**config.mk**
```make
export PLATFORM = sky130hd
export DESIGN_NAME = dbg_reg_dumper_flat
export DESIGN_NICKNAME = d
export VERILOG_FILES = /design/src/rtl/dbg_reg_dumper_if.sv /design/src/rtl/dbg_reg_dumper.sv /design/src/flat_wrapper.sv
export SDC_FILE = /design/constraint.sdc
export NUM_CORES = 1
export LEC_CHECK = 0
export ABC_AREA = 1
export CAP_MARGIN = 0
export CORE_UTILIZATION = 52
export DETAILED_ROUTE_END_ITERATION = 12
export PLACE_DENSITY = 0.8
export SLEW_MARGIN = 20
export SYNTH_ARGS = -nofsm -noshare
export SYNTH_HDL_FRONTEND = slang
export SYNTH_SLANG_ARGS = --single-unit
```
**constraint.sdc**
```tcl
create_clock -name clk_cpu -period 2.1 [get_ports clk_cpu]
set_clock_uncertainty 0.1 [all_clocks]
set_input_delay 0.315 -clock clk_cpu [delete_from_list [all_inputs] [get_ports clk_cpu]]
set_output_delay 0.315 -clock clk_cpu [all_outputs]
set_load 0.03 [all_outputs]
```
**src/rtl/dbg_reg_dumper_if.sv**
```systemverilog
// Register-dump stream bundle: control, register-file debug read port
// and the valid/ready byte channel toward the sink.
interface dbg_reg_dumper_if;
  logic        start;
  logic        abort;
  logic        busy;
  logic        done;
  logic [4:0]  dbg_reg_adrs;
  logic [31:0] dbg_reg_q;
  logic        tx_valid;
  logic        tx_ready;
  logic [7:0]  tx_data;

  modport master (
    input  start,
    input  abort,
    input  dbg_reg_q,
    input  tx_ready,
    output dbg_reg_adrs,
    output tx_valid,
    output tx_data,
    output busy,
    output done
  );

  modport slave (
    output start,
    output abort,
    output dbg_reg_q,
    output tx_ready,
    input  dbg_reg_adrs,
    input  tx_valid,
    input  tx_data,
    input  busy,
    input  done
  );
endinterface

```
**src/rtl/dbg_reg_dumper.sv**
```systemverilog
// Walks the CPU register file through its debug port and streams each
// register as a 5-byte frame {adrs, q[31:24], q[23:16], q[15:8], q[7:0]}.
module dbg_reg_dumper #(
  parameter int unsigned FIRST_REG     = 0,
  parameter int unsigned LAST_REG      = 31,
  parameter int unsigned SETTLE_CYCLES = 2
) (
  input logic              clk_cpu,
  input logic              reset,
  dbg_reg_dumper_if.master bus
);

  localparam int unsigned CW =
    (SETTLE_CYCLES > 1) ? $clog2(SETTLE_CYCLES) : 1;
  localparam logic [CW-1:0] CNT_LOAD = CW'(SETTLE_CYCLES - 1);
  localparam logic [4:0]    FIRST    = 5'(FIRST_REG);
  localparam logic [4:0]    LAST     = 5'(LAST_REG);

  typedef enum logic [2:0] {
    S_IDLE,
    S_SETTLE,
    S_CAPTURE,
    S_SEND,
    S_DONE
  } state_t;

  state_t      state;
  logic [CW-1:0] cnt;
  logic [31:0] snap;
  logic [2:0]  idx;
  logic [4:0]  adrs;
  logic        tx_valid;
  logic [7:0]  tx_data;
  logic        busy;
  logic        done;
  logic [7:0]  nxt_byte;
  logic        xfer;

  assign bus.dbg_reg_adrs = adrs;
  assign bus.tx_valid     = tx_valid;
  assign bus.tx_data      = tx_data;
  assign bus.busy         = busy;
  assign bus.done         = done;

  assign xfer = tx_valid && bus.tx_ready;

  // Byte that follows the one currently presented at idx.
  always_comb begin
    nxt_byte = 8'h00;
    unique case (idx)
      3'd0:    nxt_byte = snap[31:24];
      3'd1:    nxt_byte = snap[23:16];
      3'd2:    nxt_byte = snap[15:8];
      3'd3:    nxt_byte = snap[7:0];
      default: nxt_byte = 8'h00;
    endcase
  end

  always_ff @(posedge clk_cpu or posedge reset) begin
    if (reset) begin
      state    <= S_IDLE;
      cnt      <= '0;
      snap     <= '0;
      idx      <= '0;
      adrs     <= '0;
      tx_valid <= 1'b0;
      tx_data  <= '0;
      busy     <= 1'b0;
      done     <= 1'b0;
    end else begin
      done <= 1'b0;
      if (bus.abort && state != S_IDLE) begin
        state    <= S_IDLE;
        tx_valid <= 1'b0;
        busy     <= 1'b0;
      end else begin
        unique case (state)
          S_IDLE: begin
            if (bus.start && !bus.abort) begin
              adrs  <= FIRST;
              cnt   <= CNT_LOAD;
              busy  <= 1'b1;
              state <= S_SETTLE;
            end
          end
          S_SETTLE: begin
            if (cnt == '0) begin
              state <= S_CAPTURE;
            end else begin
              cnt <= cnt - 1'b1;
            end
          end
          S_CAPTURE: begin
            snap     <= bus.dbg_reg_q;
            idx      <= '0;
            tx_valid <= 1'b1;
            tx_data  <= {3'b000, adrs};
            state    <= S_SEND;
          end
          S_SEND: begin
            if (xfer) begin
              if (idx == 3'd4) begin
                tx_valid <= 1'b0;
                // Compare before increment so LAST_REG=31 never wraps.
                if (adrs == LAST) begin
                  busy  <= 1'b0;
                  done  <= 1'b1;
                  state <= S_DONE;
                end else begin
                  adrs  <= adrs + 5'd1;
                  cnt   <= CNT_LOAD;
                  state <= S_SETTLE;
                end
              end else begin
                idx     <= idx + 3'd1;
                tx_data <= nxt_byte;
              end
            end
          end
          S_DONE: begin
            state <= S_IDLE;
          end
          default: begin
            state <= S_IDLE;
          end
        endcase
      end
    end
  end

endmodule
```
**src/flat_wrapper.sv**
```systemverilog
// flat-port wrapper written by rule: the top's interface ports become plain ports
module dbg_reg_dumper_flat 
#(
  parameter int unsigned FIRST_REG     = 0,
  parameter int unsigned LAST_REG      = 31,
  parameter int unsigned SETTLE_CYCLES = 2
)
  (clk_cpu, reset, bus_start, bus_abort, bus_dbg_reg_q, bus_tx_ready, bus_dbg_reg_adrs, bus_tx_valid, bus_tx_data, bus_busy, bus_done);
  dbg_reg_dumper_if bus_i ();
  input logic clk_cpu;
  input logic reset;
  input wire logic [$bits(bus_i.start)-1:0] bus_start;
  input wire logic [$bits(bus_i.abort)-1:0] bus_abort;
  input wire logic [$bits(bus_i.dbg_reg_q)-1:0] bus_dbg_reg_q;
  input wire logic [$bits(bus_i.tx_ready)-1:0] bus_tx_ready;
  output wire logic [$bits(bus_i.dbg_reg_adrs)-1:0] bus_dbg_reg_adrs;
  output wire logic [$bits(bus_i.tx_valid)-1:0] bus_tx_valid;
  output wire logic [$bits(bus_i.tx_data)-1:0] bus_tx_data;
  output wire logic [$bits(bus_i.busy)-1:0] bus_busy;
  output wire logic [$bits(bus_i.done)-1:0] bus_done;
  assign bus_i.start = bus_start;
  assign bus_i.abort = bus_abort;
  assign bus_i.dbg_reg_q = bus_dbg_reg_q;
  assign bus_i.tx_ready = bus_tx_ready;
  assign bus_dbg_reg_adrs = bus_i.dbg_reg_adrs;
  assign bus_tx_valid = bus_i.tx_valid;
  assign bus_tx_data = bus_i.tx_data;
  assign bus_busy = bus_i.busy;
  assign bus_done = bus_i.done;
  dbg_reg_dumper #(.FIRST_REG(FIRST_REG), .LAST_REG(LAST_REG), .SETTLE_CYCLES(SETTLE_CYCLES)) u_core (.clk_cpu(clk_cpu), .reset(reset), .bus(bus_i));
endmodule
```
==> reports/metrics.sh, run 1 <==
CP_DATA_ARRIVAL_TIME_NS=1.46
MAXCAPVIOLCOUNT=0
ACCUMULATED_NEGATIVE_SETUP_SLACK_NS=0
ROUTABILITYCONGESTION=0.9081
DRIVE_ABOVE_1_SHARE=0.07059
GRT_ANTENNA_BEFORE_REPAIR=0
LEAKAGEPOWER_nW=1.866
SYNTHESIS_WARNINGS=0
TOP_LEVEL_PORTS=53
CRIT-REG2REG-CAPTURE='u_core.bus.tx_data[7]'
CRITICALPATHCATEGORY='register to output port'
REPORT.FINAL.SETUP_VIOL=0
GRTUSAGETOTAL=0.2391
TIMING.FINAL.CRIT_PERIOD_NS=1.878
PLACEMENT_ROWS=26
VDD.IR_DROP.WORST_V=0.0004788
HOLDBUFCOUNTCTS=0
HOLD_VIOLATIONS=0
FLOORPLAN.DIE_AREA_MM2=0.005709
POSTSYNTHAREAPERCELL_UM2=7.605
SYNTH-EDFF-COUNT=0
WORST_SETUP_HOLD_PATH_CLK_SLEW_NS=0.10
WORST-SLEW-PIN-TRANSITION_NS=0.4056
FMAX_MHz=532.4
POST-SYNTH-TOP-AREA-FRACTION=0.4891
POST-CTS-SETUP-BUFFERS=0
CTS_MAX_LEVEL=2
YS_TOP_CELLS_BY_AREA='sky130_fd_sc_hd__dfrtp_1, sky130_fd_sc_hd__nand2_1, sky130_fd_sc_hd__o21ai_0, sky130_fd_sc_hd__inv_1, sky130_fd_sc_hd__nand3_1'
DIE_H_UM=75.56
FIRST_PASS_GRT_WIRE_LENGTH_UM=10160
FIRST_GLOBAL_VIAS=2312
START_UTIL=0.5440
TRITONCTS='yes'
GRT_SETUP_UNREPAIRED='false'
SYNTH.CELLS.MOST_FREQUENT='sky130_fd_sc_hd__nand2_1, sky130_fd_sc_hd__dfrtp_1, sky130_fd_sc_hd__inv_1'
NUM_VIAS=2424
NUMCLOCKSINKS=55
WORSTSKEWPAIRLATENCY_NS=0.31
GRT_OVERFLOW=0
DRT-VIAS-PER-INSTANCE=4.897
DRCVIOLATIONCOUNT=0
CTS_INSERTED_BUFFERS=5
GRT_MAX_DEGREE=65
TIMING.HOLD.WORST.CLASS='input pin to async pin'
CTSLONGESTPATHBUFFERS=2
CP_TOP_FAMILY='buffers and inverters'
START_KIND='register'
CRITICAL_PATH.SLOWEST_CELL='sky130_fd_sc_hd__clkdlybuf4s50_1'
IO_BUFFERS=52
POST_SYNTHESIS_INSTANCE_AREA_MM2=0.002814
CRITICAL_PATH_PEAK_FANOUT=6
FINAL_NETS=469
YOSYSSEQAREASHARE=0.4891
DRT_FIRST_PASS_ITERS=4
WORSTPATHCELLLIST='clkdlybuf4s50_1'
SYNTH_CELL_TYPE_COUNT=21
DRT-WIRELENGTH-PER-CELL_UM=11.79
INSERTEDDIODECOUNT=0
POST_CTS.RESIZED_INSTANCES=0
SLEW_HEADROOM=0.7292
R2R-START='u_core.idx[0]'
SYNTHMOSTINSTANTIATEDCELL='sky130_fd_sc_hd__nand2_1'
CLOCK-ROOT-BUFFER='sky130_fd_sc_hd__clkbuf_8'
PLACE.DETAILED.HPWL_UM=4448
PORTION_OF_THE_CLOCK_CYCLE_CONSUMED_BY_THE_WORST_PATH_IN_THE_FINAL_LAYOUT=0.8945
DRT_FIRST_ITER_VIOLATIONS=112
CRIT_REQUIRED_NS=1.68
CRIT_END_CATEGORY='output port'
COREAREA_MM2=0.005172
SHARE_OF_SYNTHESIZED_FLIP_FLOPS_WITH_AN_ASYNCHRONOUS_SET_OR_RESET=1.000
DRT.ANTENNA.VIOLATING_NETS=0
TOTALWIRELENGTH_UM=5836
FP.DIEW_UM=75.56
YS_DOMINANT_REG_CELL='sky130_fd_sc_hd__dfrtp_1'
POWER_DENSITY_mW_PER_MM2=1096
POSTSYNTHCELLCOUNT=370
WHS_NS=0.2018
YOSYSTOPAREACELL='sky130_fd_sc_hd__dfrtp_1'
RESULT_OF_THE_RUN='completed'
PINS_OVER_SLEW_LIMIT=0
WORST_PATH_LARGEST_CELL_DELAY_NS=0.70
R2R_SLACK_NS=0.27
SYNTHESIS.NETS=415
R2R_CELL_COUNT=8
AREA_GROWTH_PCT=24.54
CRIT_BUF_INV=1
YOSYS_REG_BITS=55
-- flip-flops by register name, indices dropped and copies added (netlist names) --
signal	count
u_core.bus.busy	1
u_core.bus.dbg_reg_adrs	5
u_core.bus.done	1
u_core.cnt	1
u_core.snap	32
u_core.state	3
u_core.idx	3
u_core.bus.tx_valid	1
u_core.bus.tx_data	8
-- cell usage in the layout (no fill, tap or decap), types with 2 or more instances in the layout --
cell,count
sky130_fd_sc_hd__nor2_4,3
sky130_fd_sc_hd__ha_1,8
sky130_fd_sc_hd__nand3_1,24
sky130_fd_sc_hd__clkinv_2,3
sky130_fd_sc_hd__nor2_2,2
sky130_fd_sc_hd__dfrtp_1,55
sky130_fd_sc_hd__o21ai_0,37
sky130_fd_sc_hd__buf_4,4
sky130_fd_sc_hd__nor2_1,14
sky130_fd_sc_hd__nand2_1,142
sky130_fd_sc_hd__inv_1,47
sky130_fd_sc_hd__nand4_1,4
sky130_fd_sc_hd__nand2_2,3
sky130_fd_sc_hd__clkdlybuf4s50_1,52
sky130_fd_sc_hd__o21ai_1,9
sky130_fd_sc_hd__clkbuf_8,5
sky130_fd_sc_hd__inv_2,5
sky130_fd_sc_hd__nand3_2,3
-- through the flow --
| stage | worst slack, ns | instance area (um^2) | std cells | power [mW] | utilization |
|---|---|---|---|---|---|
| 2_1_floorplan | 0.3069 | 2814 | 370 | 2.777 | - |
| 3_3_place_gp | 0.3418 | 3421 | 487 | 3.225 | 0.6613 |
| 3_5_place_dp | 0.3004 | 3421 | 487 | 3.288 | 0.6613 |
| 4_1_cts | 0.2148 | 3505 | 495 | 3.856 | 0.6776 |
| 5_1_grt | 0.06178 | 3505 | 495 | 4.152 | 0.6776 |
| 6_report | 0.2216 | 3505 | 495 | 3.841 | 0.6776 |
-- layout make-up --
cell class	count	area [um^2]
Multi-Input combinational cell	253	1191
Clock inverter	3	15.01
Timing Repair Buffer	57	570.5
Sequential cell	55	1376
Fill cell	450	1668
Tap cell	70	87.58
Inverter	52	195.2
Clock buffer	5	68.82
-- power by group --
| group | internal [mW] | switching (mW) |
|---|---|---|
| logic | 0.593 | 0.963 |
| clock network | 0.229 | 0.343 |
| registers | 1.45 | 0.265 |
| total | 2.27 | 1.57 |
-- how the worst max path moves through the flow --
stage | startpoint | endpoint | slack [ns] | cells after the start
2_1_floorplan | u_core.bus.dbg_reg_adrs[0] | u_core.bus.dbg_reg_adrs[0] | 0.31 | 10
3_3_place_gp | bus_abort | u_core.bus.dbg_reg_adrs[3] | 0.34 | 8
3_5_place_dp | bus_abort | u_core.bus.tx_data[7] | 0.30 | 7
4_1_cts | u_core.bus.dbg_reg_adrs[0] | bus_dbg_reg_adrs[0] | 0.21 | 1
5_1_grt | u_core.bus.dbg_reg_adrs[0] | u_core.bus.dbg_reg_adrs[2] | 0.06 | 10
6_report | u_core.bus.dbg_reg_adrs[0] | bus_dbg_reg_adrs[0] | 0.22 | 1
-- metal layers --
layer	global-route usage	up-vias	wire length, um
li1	-	1254	-
met1	0.3043	1104	2588
met2	0.3998	55	2913
met3	0.05159	11	210
met4	0.09465	0	123
met5	0	-	0
-- kinds of logic (layout without fill, tap and decap cells) --
| logic type | count (synthesis) | count (layout) | share of synthesized area |
|---|---|---|---|
| and+or+nand+nor | 197 | 197 | 0.3001 |
| buffers and inverters | 62 | 117 | 0.08759 |
| DFF | 55 | 55 | 0.4891 |
| AOI/OAI and AO/OA | 47 | 47 | 0.08448 |
| adders and majority gates | 8 | 8 | 0.03557 |
| xor gates and xnor gates | 1 | 1 | 0.003113 |
Note: power is estimated with default switching activity, not from simulation.
==> run 2, diff against run 1 <==
CORE_MARGIN = 10   (was unset)
==> run 2 against run 1 <==
Effect of this change:
- sequential power barely moved
- wire length rose by 3.7%
- die area is 53% higher
- highest routed layer unchanged
- largest cell class unchanged
==> reports/metrics.sh, run 2 (synthesis gave the netlist of run 1 again) <==
RESULT_OF_THE_RUN='completed'  # unchanged
START_KIND='register'  # unchanged
TIMING.HOLD.WORST.CLASS='input pin to async pin'  # unchanged
ACCUMULATED_NEGATIVE_SETUP_SLACK_NS=0  # unchanged
TRITONCTS='yes'  # unchanged
R2R-START='u_core.idx[0]'  # unchanged
PLACEDCELLCOUNT=485  # was 487
FLOORPLAN.DIE_AREA_MM2=0.008753  # was 0.005709 mm^2
FIRST_PASS_GRT_WIRE_LENGTH_UM=10880  # was 10160 um
WORST-SLEW-PIN-TRANSITION_NS=0.3161  # was 0.4056 ns
POST_CTS.RESIZED_INSTANCES=0  # unchanged
POWER_DENSITY_mW_PER_MM2=1110  # was 1096 mW/mm^2
GRTUSAGETOTAL=0.1486  # was 0.2391
PLACEMENT.SETUP.WORST_SLACK_NS=0.3270  # was 0.3004 ns
SETUP_SLACK_NS=0.2165  # was 0.2216 ns
LEAKAGEPOWER_nW=1.864  # was 1.866 nW
HOLDBUFCOUNTCTS=0  # unchanged
COREAREA_MM2=0.005172  # unchanged
R2R_CELL_COUNT=11  # was 8
CRIT_END_CATEGORY='output port'  # unchanged
MAXCAPVIOLCOUNT=0  # unchanged
TOP_LEVEL_PORTS=53  # unchanged
GRT_MAX_DEGREE=65  # unchanged
WORST_PATH_LARGEST_CELL_DELAY_NS=0.71  # was 0.70 ns
GRT_ANTENNA_BEFORE_REPAIR=0  # unchanged
CTSLONGESTPATHBUFFERS=2  # unchanged
PORTION_OF_THE_CLOCK_CYCLE_CONSUMED_BY_THE_WORST_PATH_IN_THE_FINAL_LAYOUT=0.8969  # was 0.8945
GRT_SETUP_UNREPAIRED='false'  # unchanged
ROUTABILITYCONGESTION=0.9162  # was 0.9081
LAYOUT.FILLER_CELLS=443  # was 450
NUM_VIAS=2382  # was 2424
CLOCK-ROOT-BUFFER='sky130_fd_sc_hd__clkbuf_8'  # unchanged
STDCELL_COUNT=493  # was 495
SLEW_HEADROOM=0.7886  # was 0.7292
CP_DATA_ARRIVAL_TIME_NS=1.47  # was 1.46 ns
DESIGN_AREA_MM2=0.003522  # was 0.003505 mm^2
CP_TOP_FAMILY='buffers and inverters'  # unchanged
PLACE_AREA_MM2=0.003418  # was 0.003421 mm^2
WORSTPATHCELLLIST='clkdlybuf4s50_1'  # unchanged
DRT_FIRST_ITER_VIOLATIONS=187  # was 112
CRIT_REQUIRED_NS=1.68  # about the same
DRT-VIAS-PER-INSTANCE=4.832  # was 4.897
WORST_SETUP_HOLD_PATH_CLK_SLEW_NS=0.10  # about the same
LARGEST_REGISTER_FFS=32  # unchanged
LAYOUT_COMMONEST_CELL='sky130_fd_sc_hd__nand2_1'  # unchanged
LARGEST_REG_BY_FF_COUNT='u_core.snap'  # unchanged
DIE_H_UM=93.56  # was 75.56 um
IO_BUFFERS=52  # unchanged
PLACEMENT_ROWS=26  # unchanged
PINS_OVER_SLEW_LIMIT=0  # unchanged
R2R_SLACK_NS=0.32  # was 0.27 ns
VDD.IR_DROP.WORST_V=0.0005379  # was 0.0004788 V
DRT_FIRST_PASS_ITERS=4  # unchanged
CTS_INSERTED_BUFFERS=5  # unchanged
FINAL_NETS=467  # was 469
CRIT-REG2REG-CAPTURE='u_core.bus.dbg_reg_adrs[0]'  # was u_core.bus.tx_data[7]
START_UTIL=0.5440  # unchanged
INSERTEDDIODECOUNT=0  # unchanged
DRIVE_ABOVE_1_SHARE=0.06619  # was 0.07059
FMAX_MHz=530.9  # was 532.4 MHz
POST-CTS-SETUP-BUFFERS=0  # unchanged
WHS_NS=0.2631  # was 0.2018 ns
FIRST_GLOBAL_VIAS=2505  # was 2312
CRITICALPATHCATEGORY='register to output port'  # unchanged
DRT-WIRELENGTH-PER-CELL_UM=12.27  # was 11.79 um
CRITICAL_PATH.SLOWEST_CELL='sky130_fd_sc_hd__clkdlybuf4s50_1'  # unchanged
MOST-COMMON-LAYOUT-CELLS='sky130_fd_sc_hd__nand2_1, sky130_fd_sc_hd__dfrtp_1, sky130_fd_sc_hd__clkdlybuf4s50_1'  # unchanged
FP.DIEW_UM=93.56  # was 75.56 um
DRCVIOLATIONCOUNT=0  # unchanged
DRT.ANTENNA.VIOLATING_NETS=0  # unchanged
TOTALWIRELENGTH_UM=6050  # was 5836 um
WORSTSKEWPAIRLATENCY_NS=0.31  # about the same
NUMCLOCKSINKS=55  # unchanged
CRIT_BUF_INV=1  # unchanged
TIMING.FINAL.CRIT_PERIOD_NS=1.883  # was 1.878 ns
AREA_OF_THE_MULTI_INPUT_GATES_MM2=0.001191  # unchanged
GRT_OVERFLOW=0  # unchanged
CTS_MAX_LEVEL=2  # unchanged
AREA_GROWTH_PCT=25.17  # was 24.54%
CRITICAL_PATH_PEAK_FANOUT=6  # unchanged
REPORT.FINAL.SETUP_VIOL=0  # unchanged
SEQUENTIAL_CELL_AREA_MM2=0.001376  # unchanged
PLACE.DETAILED.HPWL_UM=4546  # was 4448 um
HOLD_VIOLATIONS=0  # unchanged
==> run 2: cell count changes in the layout (fill, tap and decap cells not counted) <==
cell and change:
sky130_fd_sc_hd__buf_4 -3, sky130_fd_sc_hd__clkbuf_8 +2, sky130_fd_sc_hd__clkinvlp_4 +1, sky130_fd_sc_hd__buf_12 +1
sky130_fd_sc_hd__clkinv_2 -3
==> run 2: metrics by stage <==
step,utilization,total power [mW]
after floorplan,-,2.777
after global placement,0.6609,3.238
after detailed placement,0.6609,3.300
after CTS,0.6809,3.929
after global routing,0.6809,4.251
final,0.6809,3.908
==> run 2: layout make-up <==
type / count / area share
clock buffer: 7 / 0.02735
clock inverter: 1 / 0.002131
inverter: 52 / 0.05542
multi-input combinational: 253 / 0.3382
sequential: 55 / 0.3908
tap: 70 / 0.02487
timing repair buffer: 55 / 0.1613
==> run 2: layer usage <==
metal | track usage | vias to the layer above | share of wire
li1 | - | 1250 | -
met1 | 0.1815 | 1072 | 0.46
met3 | 0.03437 | 6 | 0.048
met4 | 0.04177 | 0 | 0.013
met5 | 0 | - | 0
met2 | 0.2558 | 54 | 0.48
==> run 2: worst max path at each step <==
stage / slack (ns) / endpoint / startpoint / depth (start not counted)
6_report: 0.22 / bus_dbg_reg_adrs[0] / u_core.bus.dbg_reg_adrs[0] / 1
5_1_grt: 0.12 / u_core.bus.dbg_reg_adrs[1] / u_core.idx[0] / 11
4_1_cts: 0.21 / bus_dbg_reg_adrs[0] / u_core.bus.dbg_reg_adrs[0] / 1
3_5_place_dp: 0.33 / u_core.idx[0] / bus_abort / 7
3_3_place_gp: 0.34 / u_core.idx[0] / bus_abort / 7
2_1_floorplan: 0.31 / u_core.bus.dbg_reg_adrs[0] / u_core.bus.dbg_reg_adrs[0] / 10
==> run 2: power by group <==
part	internal (mW)	total [mW]	switching (mW)
Combinational	0.594	1.56	0.965
Clock	0.300	0.634	0.333
Sequential	1.45	1.72	0.268
